`config.mk`:
```
export PLATFORM = sky130hd
export DESIGN_NAME = bus_arbiter_flat
export DESIGN_NICKNAME = d
export VERILOG_FILES = /design/src/rtl/bus_arbiter_if.sv /design/src/rtl/bus_arbiter.sv /design/src/flat_wrapper.sv
export SDC_FILE = /design/constraint.sdc
export NUM_CORES = 1
export LEC_CHECK = 0
export CORE_MARGIN = 4
export CORE_UTILIZATION = 38
export CTS_BUF_LIST = sky130_fd_sc_hd__clkbuf_2 sky130_fd_sc_hd__clkbuf_4 sky130_fd_sc_hd__clkbuf_8
export DETAILED_ROUTE_END_ITERATION = 8
export PLACE_DENSITY = 0.83
export SLEW_MARGIN = 20
export SYNTH_ARGS = -nofsm -noshare
export SYNTH_HDL_FRONTEND = slang
export SYNTH_SLANG_ARGS = --single-unit
```
`constraint.sdc`:
```
create_clock -name clk -period 4.3 [get_ports clk]
set_input_delay 0.86 -clock clk [delete_from_list [all_inputs] [get_ports clk]]
set_output_delay 0.86 -clock clk [all_outputs]
set_load 0.02 [all_outputs]
```
`src/rtl/bus_arbiter_if.sv`:
```
// bus_arbiter_if: EX/fetch master ports, memory slave port and status lines bundled around the arbiter
interface bus_arbiter_if;
  logic        m0_req_i, m0_we_i, m0_ack_o, m1_req_i, m1_ack_o;
  logic        s_req_o, s_we_o, s_ack_i, hold_o, err_o;
  logic [31:0] m0_addr_i, m0_data_i, m0_data_o, m1_addr_i, m1_data_o;
  logic [31:0] s_addr_o, s_data_o, s_data_i;
  modport master (
    input  m0_req_i, m0_we_i, m0_addr_i, m0_data_i, m1_req_i, m1_addr_i, s_data_i, s_ack_i,
    output m0_data_o, m0_ack_o, m1_data_o, m1_ack_o, s_req_o, s_we_o, s_addr_o, s_data_o, hold_o, err_o
  );
  modport slave (
    output m0_req_i, m0_we_i, m0_addr_i, m0_data_i, m1_req_i, m1_addr_i, s_data_i, s_ack_i,
    input  m0_data_o, m0_ack_o, m1_data_o, m1_ack_o, s_req_o, s_we_o, s_addr_o, s_data_o, hold_o, err_o
  );
endinterface

```
`src/rtl/bus_arbiter.sv`:
```
// bus_arbiter: fixed-priority (EX over fetch) serialiser of two masters onto one req/ack slave.
// Optional ARB_TIMEOUT_EN aborts an ACCESS after TIMEOUT_CYCLES cycles without s_ack_i and pulses err_o.
module bus_arbiter #(
  parameter int unsigned TIMEOUT_CYCLES = 255
) (
  input logic          clk,
  input logic          rst,
  bus_arbiter_if.master b
);
  localparam int unsigned W = $clog2(TIMEOUT_CYCLES + 1);
  typedef enum logic [1:0] {IDLE, ACCESS, RESP} state_t;
  state_t state, state_n;
  logic gnt, go, done, tmo;
  logic [W-1:0] cnt;
  assign go = state == IDLE && (b.m0_req_i || b.m1_req_i);
  assign done = state == ACCESS && (b.s_ack_i || tmo);
  assign b.hold_o = (b.m0_req_i & ~b.m0_ack_o) | (b.m1_req_i & ~b.m1_ack_o);
`ifdef ARB_TIMEOUT_EN
  // an ack in the terminal-count cycle takes precedence over the abort
  assign tmo = state == ACCESS && !b.s_ack_i && cnt == W'(TIMEOUT_CYCLES - 1);
  always_ff @(posedge clk or posedge rst)
    if (rst) cnt <= '0;
    else cnt <= go ? '0 : state == ACCESS ? cnt + 1'b1 : cnt;
`else
  assign tmo = 1'b0;
  assign cnt = '0;
`endif
  always_comb begin
    state_n = state == IDLE ? (go ? ACCESS : IDLE) : state == ACCESS ? (done ? RESP : ACCESS) : IDLE;
  end
  always_ff @(posedge clk or posedge rst)
    if (rst) state <= IDLE;
    else state <= state_n;
  always_ff @(posedge clk or posedge rst)
    if (rst) begin
      gnt         <= 1'b0;
      b.s_req_o   <= 1'b0;
      b.s_we_o    <= 1'b0;
      b.s_addr_o  <= '0;
      b.s_data_o  <= '0;
      b.m0_data_o <= '0;
      b.m1_data_o <= '0;
      b.m0_ack_o  <= 1'b0;
      b.m1_ack_o  <= 1'b0;
      b.err_o     <= 1'b0;
    end else begin
      b.m0_ack_o <= done && !gnt;
      b.m1_ack_o <= done && gnt;
      b.err_o    <= done && tmo && !(cnt == '1 && tmo == 1'b0);
      if (go) begin
        gnt        <= !b.m0_req_i;
        b.s_req_o  <= 1'b1;
        b.s_we_o   <= b.m0_req_i && b.m0_we_i;
        b.s_addr_o <= b.m0_req_i ? b.m0_addr_i : b.m1_addr_i;
        b.s_data_o <= b.m0_req_i ? b.m0_data_i : '0;
      end
      if (done) begin
        b.s_req_o <= 1'b0;
        if (!gnt) b.m0_data_o <= (tmo || b.s_we_o) ? '0 : b.s_data_i;
        else b.m1_data_o <= tmo ? '0 : b.s_data_i;
      end
    end
endmodule
```
`src/flat_wrapper.sv`:
```
// flat-port wrapper written by rule: the top's interface ports become plain ports
module bus_arbiter_flat 
#(
  parameter int unsigned TIMEOUT_CYCLES = 255
)
  (clk, rst, b_m0_req_i, b_m0_we_i, b_m0_addr_i, b_m0_data_i, b_m1_req_i, b_m1_addr_i, b_s_data_i, b_s_ack_i, b_m0_data_o, b_m0_ack_o, b_m1_data_o, b_m1_ack_o, b_s_req_o, b_s_we_o, b_s_addr_o, b_s_data_o, b_hold_o, b_err_o);
  bus_arbiter_if b_i ();
  input logic clk;
  input logic rst;
  input wire logic [$bits(b_i.m0_req_i)-1:0] b_m0_req_i;
  input wire logic [$bits(b_i.m0_we_i)-1:0] b_m0_we_i;
  input wire logic [$bits(b_i.m0_addr_i)-1:0] b_m0_addr_i;
  input wire logic [$bits(b_i.m0_data_i)-1:0] b_m0_data_i;
  input wire logic [$bits(b_i.m1_req_i)-1:0] b_m1_req_i;
  input wire logic [$bits(b_i.m1_addr_i)-1:0] b_m1_addr_i;
  input wire logic [$bits(b_i.s_data_i)-1:0] b_s_data_i;
  input wire logic [$bits(b_i.s_ack_i)-1:0] b_s_ack_i;
  output wire logic [$bits(b_i.m0_data_o)-1:0] b_m0_data_o;
  output wire logic [$bits(b_i.m0_ack_o)-1:0] b_m0_ack_o;
  output wire logic [$bits(b_i.m1_data_o)-1:0] b_m1_data_o;
  output wire logic [$bits(b_i.m1_ack_o)-1:0] b_m1_ack_o;
  output wire logic [$bits(b_i.s_req_o)-1:0] b_s_req_o;
  output wire logic [$bits(b_i.s_we_o)-1:0] b_s_we_o;
  output wire logic [$bits(b_i.s_addr_o)-1:0] b_s_addr_o;
  output wire logic [$bits(b_i.s_data_o)-1:0] b_s_data_o;
  output wire logic [$bits(b_i.hold_o)-1:0] b_hold_o;
  output wire logic [$bits(b_i.err_o)-1:0] b_err_o;
  assign b_i.m0_req_i = b_m0_req_i;
  assign b_i.m0_we_i = b_m0_we_i;
  assign b_i.m0_addr_i = b_m0_addr_i;
  assign b_i.m0_data_i = b_m0_data_i;
  assign b_i.m1_req_i = b_m1_req_i;
  assign b_i.m1_addr_i = b_m1_addr_i;
  assign b_i.s_data_i = b_s_data_i;
  assign b_i.s_ack_i = b_s_ack_i;
  assign b_m0_data_o = b_i.m0_data_o;
  assign b_m0_ack_o = b_i.m0_ack_o;
  assign b_m1_data_o = b_i.m1_data_o;
  assign b_m1_ack_o = b_i.m1_ack_o;
  assign b_s_req_o = b_i.s_req_o;
  assign b_s_we_o = b_i.s_we_o;
  assign b_s_addr_o = b_i.s_addr_o;
  assign b_s_data_o = b_i.s_data_o;
  assign b_hold_o = b_i.hold_o;
  assign b_err_o = b_i.err_o;
  bus_arbiter #(.TIMEOUT_CYCLES(TIMEOUT_CYCLES)) u_core (.clk(clk), .rst(rst), .b(b_i));
endmodule
```
==> results_dict.tcl, run 1 <==
set metrics [dict create \
    outcome "completed" \
    setup_tns_ns 0 \
    hpwl_um 11600 \
    via_count 4206 \
    overflow 0 \
    holdWs_ns 0.485 \
    holdCritStartpoint "u_core.b.m0_data_o[1]$_DFFE_PP0P_" \
    path_class "in2out" \
    cts_setup_buffers 0 \
    fmax_mhz 323 \
    grt_pass1_wl_um 24100 \
    grt_pass1_vias 4530 \
    ant_nets 0 \
    drc 0 \
    ios 268 \
    hold_violations 0 \
    fin_crit_sh_pct 72.0 \
    final_common_cell "clkdlybuf4s50_1" \
    hold_end "u_core.b.m0_data_o[1]$_DFFE_PP0P_" \
    critPathCaptureType "output port" \
    ys_seq_elements 135 \
    critical_path_peak_fanout 3 \
    p_per_area_mw_per_mm2 759 \
    clock-sinks 135 \
    synth_seq_area_share_pct 61.3 \
    setup_viol 0 \
    clk_path_buf_depth 2 \
    htreeDepth 4 \
    core_region_area_sq_mm 0.0140 \
    hold_depth 2 \
    worst_path_most_repeated_cell "clkdlybuf4s50_1" \
    crit_buf_inv 3 \
    ys_types 22 \
    io_buffer_count 266 \
    max-cap-violations 0 \
    timing.rr.end "u_core.b.m0_data_o[2]$_DFFE_PP0P_" \
    synth_area_sq_mm 0.00551 \
    syn_nets 541 \
    root_buffer "clkbuf_8" \
    final_cells 866 \
    cp_slowest_cell "clkdlybuf4s50_1" \
    antenna_found_initial 0 \
    path_cells "clkdlybuf4s50_1 > inv_1 > o22ai_1 > clkdlybuf4s50_1" \
    period_needed_ns 3.10 \
    ir_drop_mv 0.430 \
    cts_tree "done" \
    drtPass1Iterations 4 \
    critPathArrivalTime_ns 2.24 \
    die-area_sq_mm 0.0165 \
    final_cell_mix "clkdlybuf4s50_1 (266), dfrtp_1 (135), mux2_2 (94), o21ai_0 (34), a22o_1 (33)" \
    clk-insertion-delay-late_ns 0.43 \
    ys_warn_count 0 \
    cpPeakStageDelay_ns 0.63 \
    rsz0062_at_grt "no" \
    hold_buffers 0 \
    dp_cells 833 \
    die_y_um 128 \
    start_util_pct 39.2 \
    wl_um 15300 \
    reg2reg_slack_ns 2.36 \
    fin_worst_skew_ns 0.00817 \
    cpLargestDelayFamily "buffers and inverters" \
    finish.instance_area_sq_mm 0.00879 \
    synthCells 407 \
    finalCoreUtilization_pct 62.6 \
    slew_headroom_pct 26.4 \
    routedWlPerCell_um 17.7 \
    worstMarginPinSlew_ns 1.10 \
    reg2reg_from "u_core.state[1]$_DFF_PP0_" \
    cts-resized-gates 0 \
    hp-class "reg2reg" \
    grt_max_degree 49 \
    antenna_cells 0 \
    viasPerCell 4.86 \
    area_growth_pct 59.5 \
    std_cell_rows 43 \
    track_usage_pct 18.6 \
    die_w_um 128 \
    cts_buffers 17 \
    crit_required_ns 3.44 \
    drv_slew 0 \
    critPathLaunchType "input port" \
    reg2reg_depth 4 \
    drtIter0Drc 164 \
    drive_gt1_share_pct 20.8 \
    place_area_sq_mm 0.00832 \
    syn_avg_cell_area_sq_um 13.5 \
    routabilityCongestion 0.874 \
    clkTransAtPathRegs_ns 0.07 \
    nNetsFinal 807 \
    p_leak_nw 3.78 \
]
[tightest hold or removal path: cells and delay by family (launching register included)]
| family | cells | cell delay [ns] |
|---|---|---|
| and+or+nand+nor | 1 | 0.04 |
| DFF | 1 | 0.35 |
| AOI/OAI and AO/OA | 1 | 0.06 |
[how the worst max path moves through the flow]
stage                from                          end  slack, ns  depth (start not counted)
2_1_floorplan         rst  u_core.b.m0_ack_o$_DFF_PP0_       1.76                          1
3_5_place_dp   b_m0_req_i    u_core.state[0]$_DFF_PP0_       1.13                          5
4_1_cts        b_m1_req_i                     b_hold_o       1.20                          4
3_3_place_gp   b_m1_req_i                     b_hold_o       1.22                          4
6_report       b_m1_req_i                     b_hold_o       1.20                          4
5_1_grt        b_m1_req_i                     b_hold_o       1.15                          4
[power by group]
part | switching [mW] | internal [mW] | total, mW
sequential | 0.341 | 1.88 | 2.22
combinational | 1.58 | 1.70 | 3.28
clock | 0.486 | 0.687 | 1.17
total | 2.41 | 4.27 | 6.67
[through the flow]
| stage | setup slack, ns | power (mW) |
|---|---|---|
| 2_1_floorplan | 1.76 | 3.90 |
| 3_3_place_gp | 1.22 | 5.44 |
| 3_5_place_dp | 1.13 | 5.55 |
| 4_1_cts | 1.20 | 6.75 |
| 5_1_grt | 1.15 | 7.06 |
| 6_report | 1.20 | 6.67 |
[Yosys cell counts (all sizes together)]
master	count	area share [%]
nand2	33	2.4
o22ai	1	0.11
conb	1	0.068
a21oi	1	0.091
inv	6	0.41
buf	19	1.8
clkbuf	9	1.2
nor3	1	0.18
o21ai	35	3.2
dfrtp	135	61
nand2b	32	3.6
nor2	2	0.14
or2b	1	0.14
nand4bb	1	0.20
a22o	33	5.2
and3b	1	0.18
mux2	96	20
[metal layers]
metal	track usage [%]	up-vias	share of wire (%)
li1	-	1959	-
met3	8.30	18	11
met2	31.4	194	49
met1	21.6	2035	38
met4	5.12	0	1.2
met5	0	-	0
[flip-flops by register name, summed over array words and instances, names as in the netlist]
| signal | cells |
|---|---|
| u_core.b.s_addr_o | 32 |
| u_core.b.s_we_o | 1 |
| u_core.b.m1_data_o | 32 |
| u_core.b.s_req_o | 1 |
| u_core.b.s_data_o | 32 |
| u_core.b.m1_ack_o | 1 |
| u_core.b.m0_data_o | 32 |
| u_core.state | 2 |
| u_core.gnt | 1 |
| u_core.b.m0_ack_o | 1 |
[cell families after synthesis]
group	Yosys count	share of synthesized area, %
flops	135	61.3
mux	96	19.8
simple gates	71	6.86
compound gates	70	8.63
buf+inv	34	3.38
other cells	1	0.0681
[area by class of cell]
type | instances | area (sq um)
Clock buffer | 21 | 283
Clock inverter | 11 | 170
Fill cell | 1080 | 5250
Inverter | 6 | 26.3
Multi-Input combinational cell | 238 | 1970
Sequential cell | 135 | 3380
Tap cell | 180 | 225
Timing Repair Buffer | 275 | 2740
Note: power is estimated with default switching activity, not from simulation.
==> run 2, diff against run 1 <==
--- a/config.mk
+++ b/config.mk
@@ -6,7 +6,7 @@
 export NUM_CORES = 1
 export LEC_CHECK = 0
 export CORE_MARGIN = 4
-export CORE_UTILIZATION = 38
+export CORE_UTILIZATION = 40
 export CTS_BUF_LIST = sky130_fd_sc_hd__clkbuf_2 sky130_fd_sc_hd__clkbuf_4 sky130_fd_sc_hd__clkbuf_8
 export DETAILED_ROUTE_END_ITERATION = 8
 export PLACE_DENSITY = 0.83
==> constraint.sdc (replaced) <==
create_clock -name clk -period 3.1 [get_ports clk]
set_input_delay 0.62 -clock clk [delete_from_list [all_inputs] [get_ports clk]]
set_output_delay 0.62 -clock clk [all_outputs]
set_load 0.02 [all_outputs]
==> run 2 against run 1 <==
Critical path depth did not move; first-iteration DRC count down 1.2%; largest power group unchanged; clock power is 50% higher; worst setup slack got worse by 0.73 ns; hold slack got worse by 0.0029 ns; die area shrank 4.7%; via count fell by 0.95%; critical endpoint unchanged; total power is 40% higher; register-to-register slack got worse by 0.92 ns; core utilization increased by 3.5 points; combinational power grew 38%; clock-buffer cell count down 1.
==> results_dict.tcl, run 2 (same netlist as run 1, synthesis figures left out) <==
set metrics [dict create \
    final_common_cell "clkdlybuf4s50_1" \
    ios 268 \
    cts_setup_buffers 0 \
    hold_violations 0 \
    outcome "completed" \
    period_needed_ns 2.63 \
    die_w_um 125 \
    io_buffer_count 266 \
    via_count 4166 \
    clk_path_buf_depth 2 \
    worstMarginPinSlew_ns 0.558 \
    htreeDepth 4 \
    max-cap-violations 0 \
    reg2reg_from "u_core.state[0]$_DFF_PP0_" \
    die_y_um 125 \
    drive_gt1_share_pct 20.6 \
    viasPerCell 4.84 \
    hpwl_um 11200 \
    cts-resized-gates 0 \
    critPathCaptureType "output port" \
    grt_max_degree 98 \
    grt_pass1_vias 4498 \
    setup_viol 0 \
    clkTransAtPathRegs_ns 0.07 \
    ir_drop_mv 0.666 \
    fmax_mhz 380 \
    drtIter0Drc 162 \
    p_per_area_mw_per_mm2 1060 \
    p_total_mw 9.37 \
    grt_pass1_wl_um 24300 \
    fin_crit_sh_pct 84.8 \
    antenna_cells 0 \
    core_region_area_sq_mm 0.0133 \
    drtPass1Iterations 4 \
    root_buffer "clkbuf_8" \
    wl_um 15100 \
    antenna_found_initial 0 \
    routedWlPerCell_um 17.6 \
    overflow 0 \
    p_leak_nw 3.78 \
    critical_path_peak_fanout 3 \
    hp-class "reg2reg" \
    drc 0 \
    holdCritStartpoint "u_core.b.m0_data_o[3]$_DFFE_PP0P_" \
    fin_worst_skew_ns 0.0124 \
    critPathLaunchType "input port" \
    final_cell_mix "clkdlybuf4s50_1 (266), dfrtp_1 (135), mux2_2 (94), o21ai_0 (34), a22o_1 (33)" \
    start_util_pct 41.3 \
    path_class "in2out" \
    slew_headroom_pct 62.8 \
    cts_tree "done" \
    nNetsFinal 806 \
    ant_nets 0 \
    cts_buffers 17 \
    setup_tns_ns 0 \
    die-area_sq_mm 0.0157 \
    routabilityCongestion 0.905 \
    rsz0062_at_grt "no" \
    critPathArrivalTime_ns 2.01 \
    drv_slew 0 \
    crit_start "b_m1_req_i" \
    track_usage_pct 19.4 \
    crit_required_ns 2.48 \
    area_growth_pct 60.0 \
    clk-insertion-delay-late_ns 0.43 \
    hold_buffers 0 \
    std_cell_rows 42 \
    clock-sinks 135 \
]
## run 2: cell types whose count changed in the layout (fill, tap and decap cells not counted), sizes merged
| cell | delta |
|---|---|
| clkinv | -4 |
| inv | +1 |
| clkbuf | -1 |
| buf | -1 |
| bufinv | +2 |
| clkinvlp | +1 |
## run 2: cell type report
class                   instances  area [sq um]
clock inverters                11           219
repair buffers                274          2740
inverters                       6          26.3
well taps                     176           220
fillers                       995          4530
multi-input cells             238          1970
clock buffers                  20           269
flip-flops and latches        135          3380
## run 2: path summary, 6_finish.rpt
check	end	cells after the start	slack [ns]
max	b_hold_o	4	0.47
max reg2reg	u_core.b.s_addr_o[15]$_DFFE_PP0P_	4	1.44
min reg2reg	u_core.b.m0_data_o[3]$_DFFE_PP0P_	2	0.48
min	u_core.b.m0_data_o[3]$_DFFE_PP0P_	2	0.48
max in group asynchronous	u_core.b.m1_data_o[26]$_DFFE_PP0P_	3	1.98
min in group asynchronous	u_core.b.s_req_o$_DFFE_PP0P_	3	0.65
## run 2: metrics by stage
stage | util (%) | worst slack, ns | instance area (sq um) | hold WS [ns] | cells
floorplan | - | 0.801 | 5510 | 0.529 | 407
global placement | 62.4 | 0.458 | 8330 | 0.460 | 829
detailed placement | 62.4 | 0.448 | 8330 | 0.470 | 829
CTS | 66.0 | 0.455 | 8820 | 0.488 | 860
global route | 66.0 | 0.417 | 8820 | 0.504 | 860
finish | 66.0 | 0.470 | 8820 | 0.482 | 860
## run 2: critical path: stages
cell and delay [ns]:
clkdlybuf4s50_1 0.55, inv_1 0.06, o22ai_1 0.12, clkdlybuf4s50_1 0.66
## run 2: routing by layer
metal,vias to the layer above,global-route usage [%],part of all wire [%]
met4,0,5.48,1.2
met2,194,33.5,50
met3,20,8.36,9.1
met1,2005,22.0,40
li1,1947,-,-
met5,-,0,0
## run 2: power breakdown
group,switching (mW),leakage (nW),internal [mW]
Combinational,2.19,1.88,2.35
Clock,0.671,0.243,1.09
Sequential,0.465,1.66,2.61
==> run 3, diff against run 2 <==
==> constraint.sdc (replaced) <==
create_clock -name clk -period 2.75 [get_ports clk]
set_input_delay 0.55 -clock clk [delete_from_list [all_inputs] [get_ports clk]]
set_output_delay 0.55 -clock clk [all_outputs]
set_load 0.02 [all_outputs]
==> run 3 against run 2 <==
Critical path depth stayed put; sequential power is 13% higher; global-route usage is 0.25 points higher; non-clock buffer count is 1 higher; first-iteration DRC count is 22% higher; flip-flop and latch count stayed put; combinational power is 13% higher; total power is 10% higher; largest cell class unchanged; worst setup slack worse by 0.24 ns; core utilization is 0.41 points lower.
==> results_dict.tcl, run 3 (same netlist as run 1, synthesis figures left out) <==
set metrics [dict create \
    drtIter0Drc 197 \
    start_util_pct 41.3 \
    period_needed_ns 2.52 \
    fillers 1012 \
    worstMarginPinSlew_ns 0.633 \
    hp-class "reg2reg" \
    htreeDepth 4 \
    area_growth_pct 59.0 \
    viasPerCell 4.88 \
    std_cell_rows 42 \
    wl_um 15300 \
    die_y_um 125 \
    cts-resized-gates 0 \
    layout.area.seq_sq_mm 0.00338 \
    clkTransAtPathRegs_ns 0.07 \
    track_usage_pct 19.6 \
    fin_worst_skew_ns 0.00755 \
    grt_pass1_vias 4656 \
    ant_nets 0 \
    cts_tree "done" \
    critPathCaptureType "output port" \
    routedWlPerCell_um 17.7 \
    ir_drop_mv 0.603 \
    clk_path_buf_depth 2 \
    die-area_sq_mm 0.0157 \
    outcome "completed" \
    critPathLaunchType "input port" \
    drtPass1Iterations 4 \
    routabilityCongestion 0.890 \
    ios 268 \
    root_buffer "clkbuf_8" \
    p_per_area_mw_per_mm2 1180 \
    hold_violations 0 \
    die_w_um 125 \
    rsz0062_at_grt "no" \
    crit_required_ns 2.20 \
    p_total_mw 10.3 \
    nNetsFinal 807 \
    fin_crit_sh_pct 91.6 \
    path_class "in2out" \
    io_buffer_count 266 \
    drive_gt1_share_pct 20.8 \
    antenna_cells 0 \
    final_cell_mix "clkdlybuf4s50_1 (266), dfrtp_1 (135), mux2_2 (94), o21ai_0 (34), a22o_1 (33)" \
    slew_headroom_pct 57.8 \
    drc 0 \
    hold_buffers 0 \
    cts_setup_buffers 0 \
    final_common_cell "clkdlybuf4s50_1" \
    multi_input_area_sq_mm 0.00197 \
    critPathArrivalTime_ns 1.97 \
    grt_max_degree 66 \
    reg2reg_slack_ns 1.12 \
    max-cap-violations 0 \
    hpwl_um 11500 \
    antenna_found_initial 0 \
    drv_slew 0 \
    setup_tns_ns 0 \
    core_region_area_sq_mm 0.0133 \
    critical_path_peak_fanout 3 \
    grt_pass1_wl_um 24800 \
    via_count 4210 \
    fmax_mhz 397 \
    setup_viol 0 \
    p_leak_nw 3.75 \
    clk-insertion-delay-late_ns 0.43 \
    overflow 0 \
    cts_buffers 17 \
    clock-sinks 135 \
]
[run 3: changes by cell type in the layout (fill, tap and decap cells not counted)]
| cell | change |
|---|---|
| clkbuf_8 | -1 |
| clkinv_4 | +2 |
| inv_6 | +1 |
| clkinvlp_4 | +2 |
| buf_4 | +1 |
| bufinv_16 | -3 |
[run 3: final timing paths]
| kind | from | to | cells after the start |
|---|---|---|---|
| max | b_m1_req_i | b_hold_o | 4 |
| min | u_core.b.m0_data_o[10]$_DFFE_PP0P_ | u_core.b.m0_data_o[10]$_DFFE_PP0P_ | 2 |
| max reg2reg | u_core.state[0]$_DFF_PP0_ | u_core.b.m1_data_o[7]$_DFFE_PP0P_ | 3 |
| min reg2reg | u_core.b.m0_data_o[10]$_DFFE_PP0P_ | u_core.b.m0_data_o[10]$_DFFE_PP0P_ | 2 |
| max in group asynchronous | rst | u_core.b.m1_data_o[1]$_DFFE_PP0P_ | 3 |
| min in group asynchronous | rst | u_core.b.s_req_o$_DFFE_PP0P_ | 3 |
[run 3: power by group]
group          switching (mW)  internal, mW
sequential              0.535          2.94
combinational            2.47          2.67
clock                   0.786         0.941
[run 3: metrics by stage]
stage                     area (sq um)  hold slack [ns]  cells  utilization [%]  setup slack [ns]
final                             8760            0.478    862             65.6             0.231
after floorplan                   5510            0.529    407                -             0.521
after detailed placement          8340            0.469    830             62.4             0.232
after global placement            8340            0.460    830             62.4             0.255
after CTS                         8760            0.488    862             65.6             0.219
after global routing              8760            0.506    862             65.6             0.159
[run 3: area by class of cell]
cell class                 instances  area share (%)
clock inverter                    13            1.94
sequential                       135            38.6
inverter                           6           0.300
clock buffer                      19            2.91
tap                              176            2.51
multi-input combinational        238            22.5
timing repair buffer             275            31.3
[run 3: critical path, cell delays in order]
cell and delay, ns:
clkdlybuf4s50_1 0.55, inv_1 0.06, o22ai_1 0.14, clkdlybuf4s50_1 0.66
[run 3: routing by layer]
layer	vias up	GRT usage, %	part of all wire, %	routed length (um)
met2	191	33.8	51	7770
met1	2034	21.6	38	5750
met5	-	0	0	0
met3	31	8.57	9.4	1440
li1	1954	-	-	-
met4	0	7.21	2.2	333
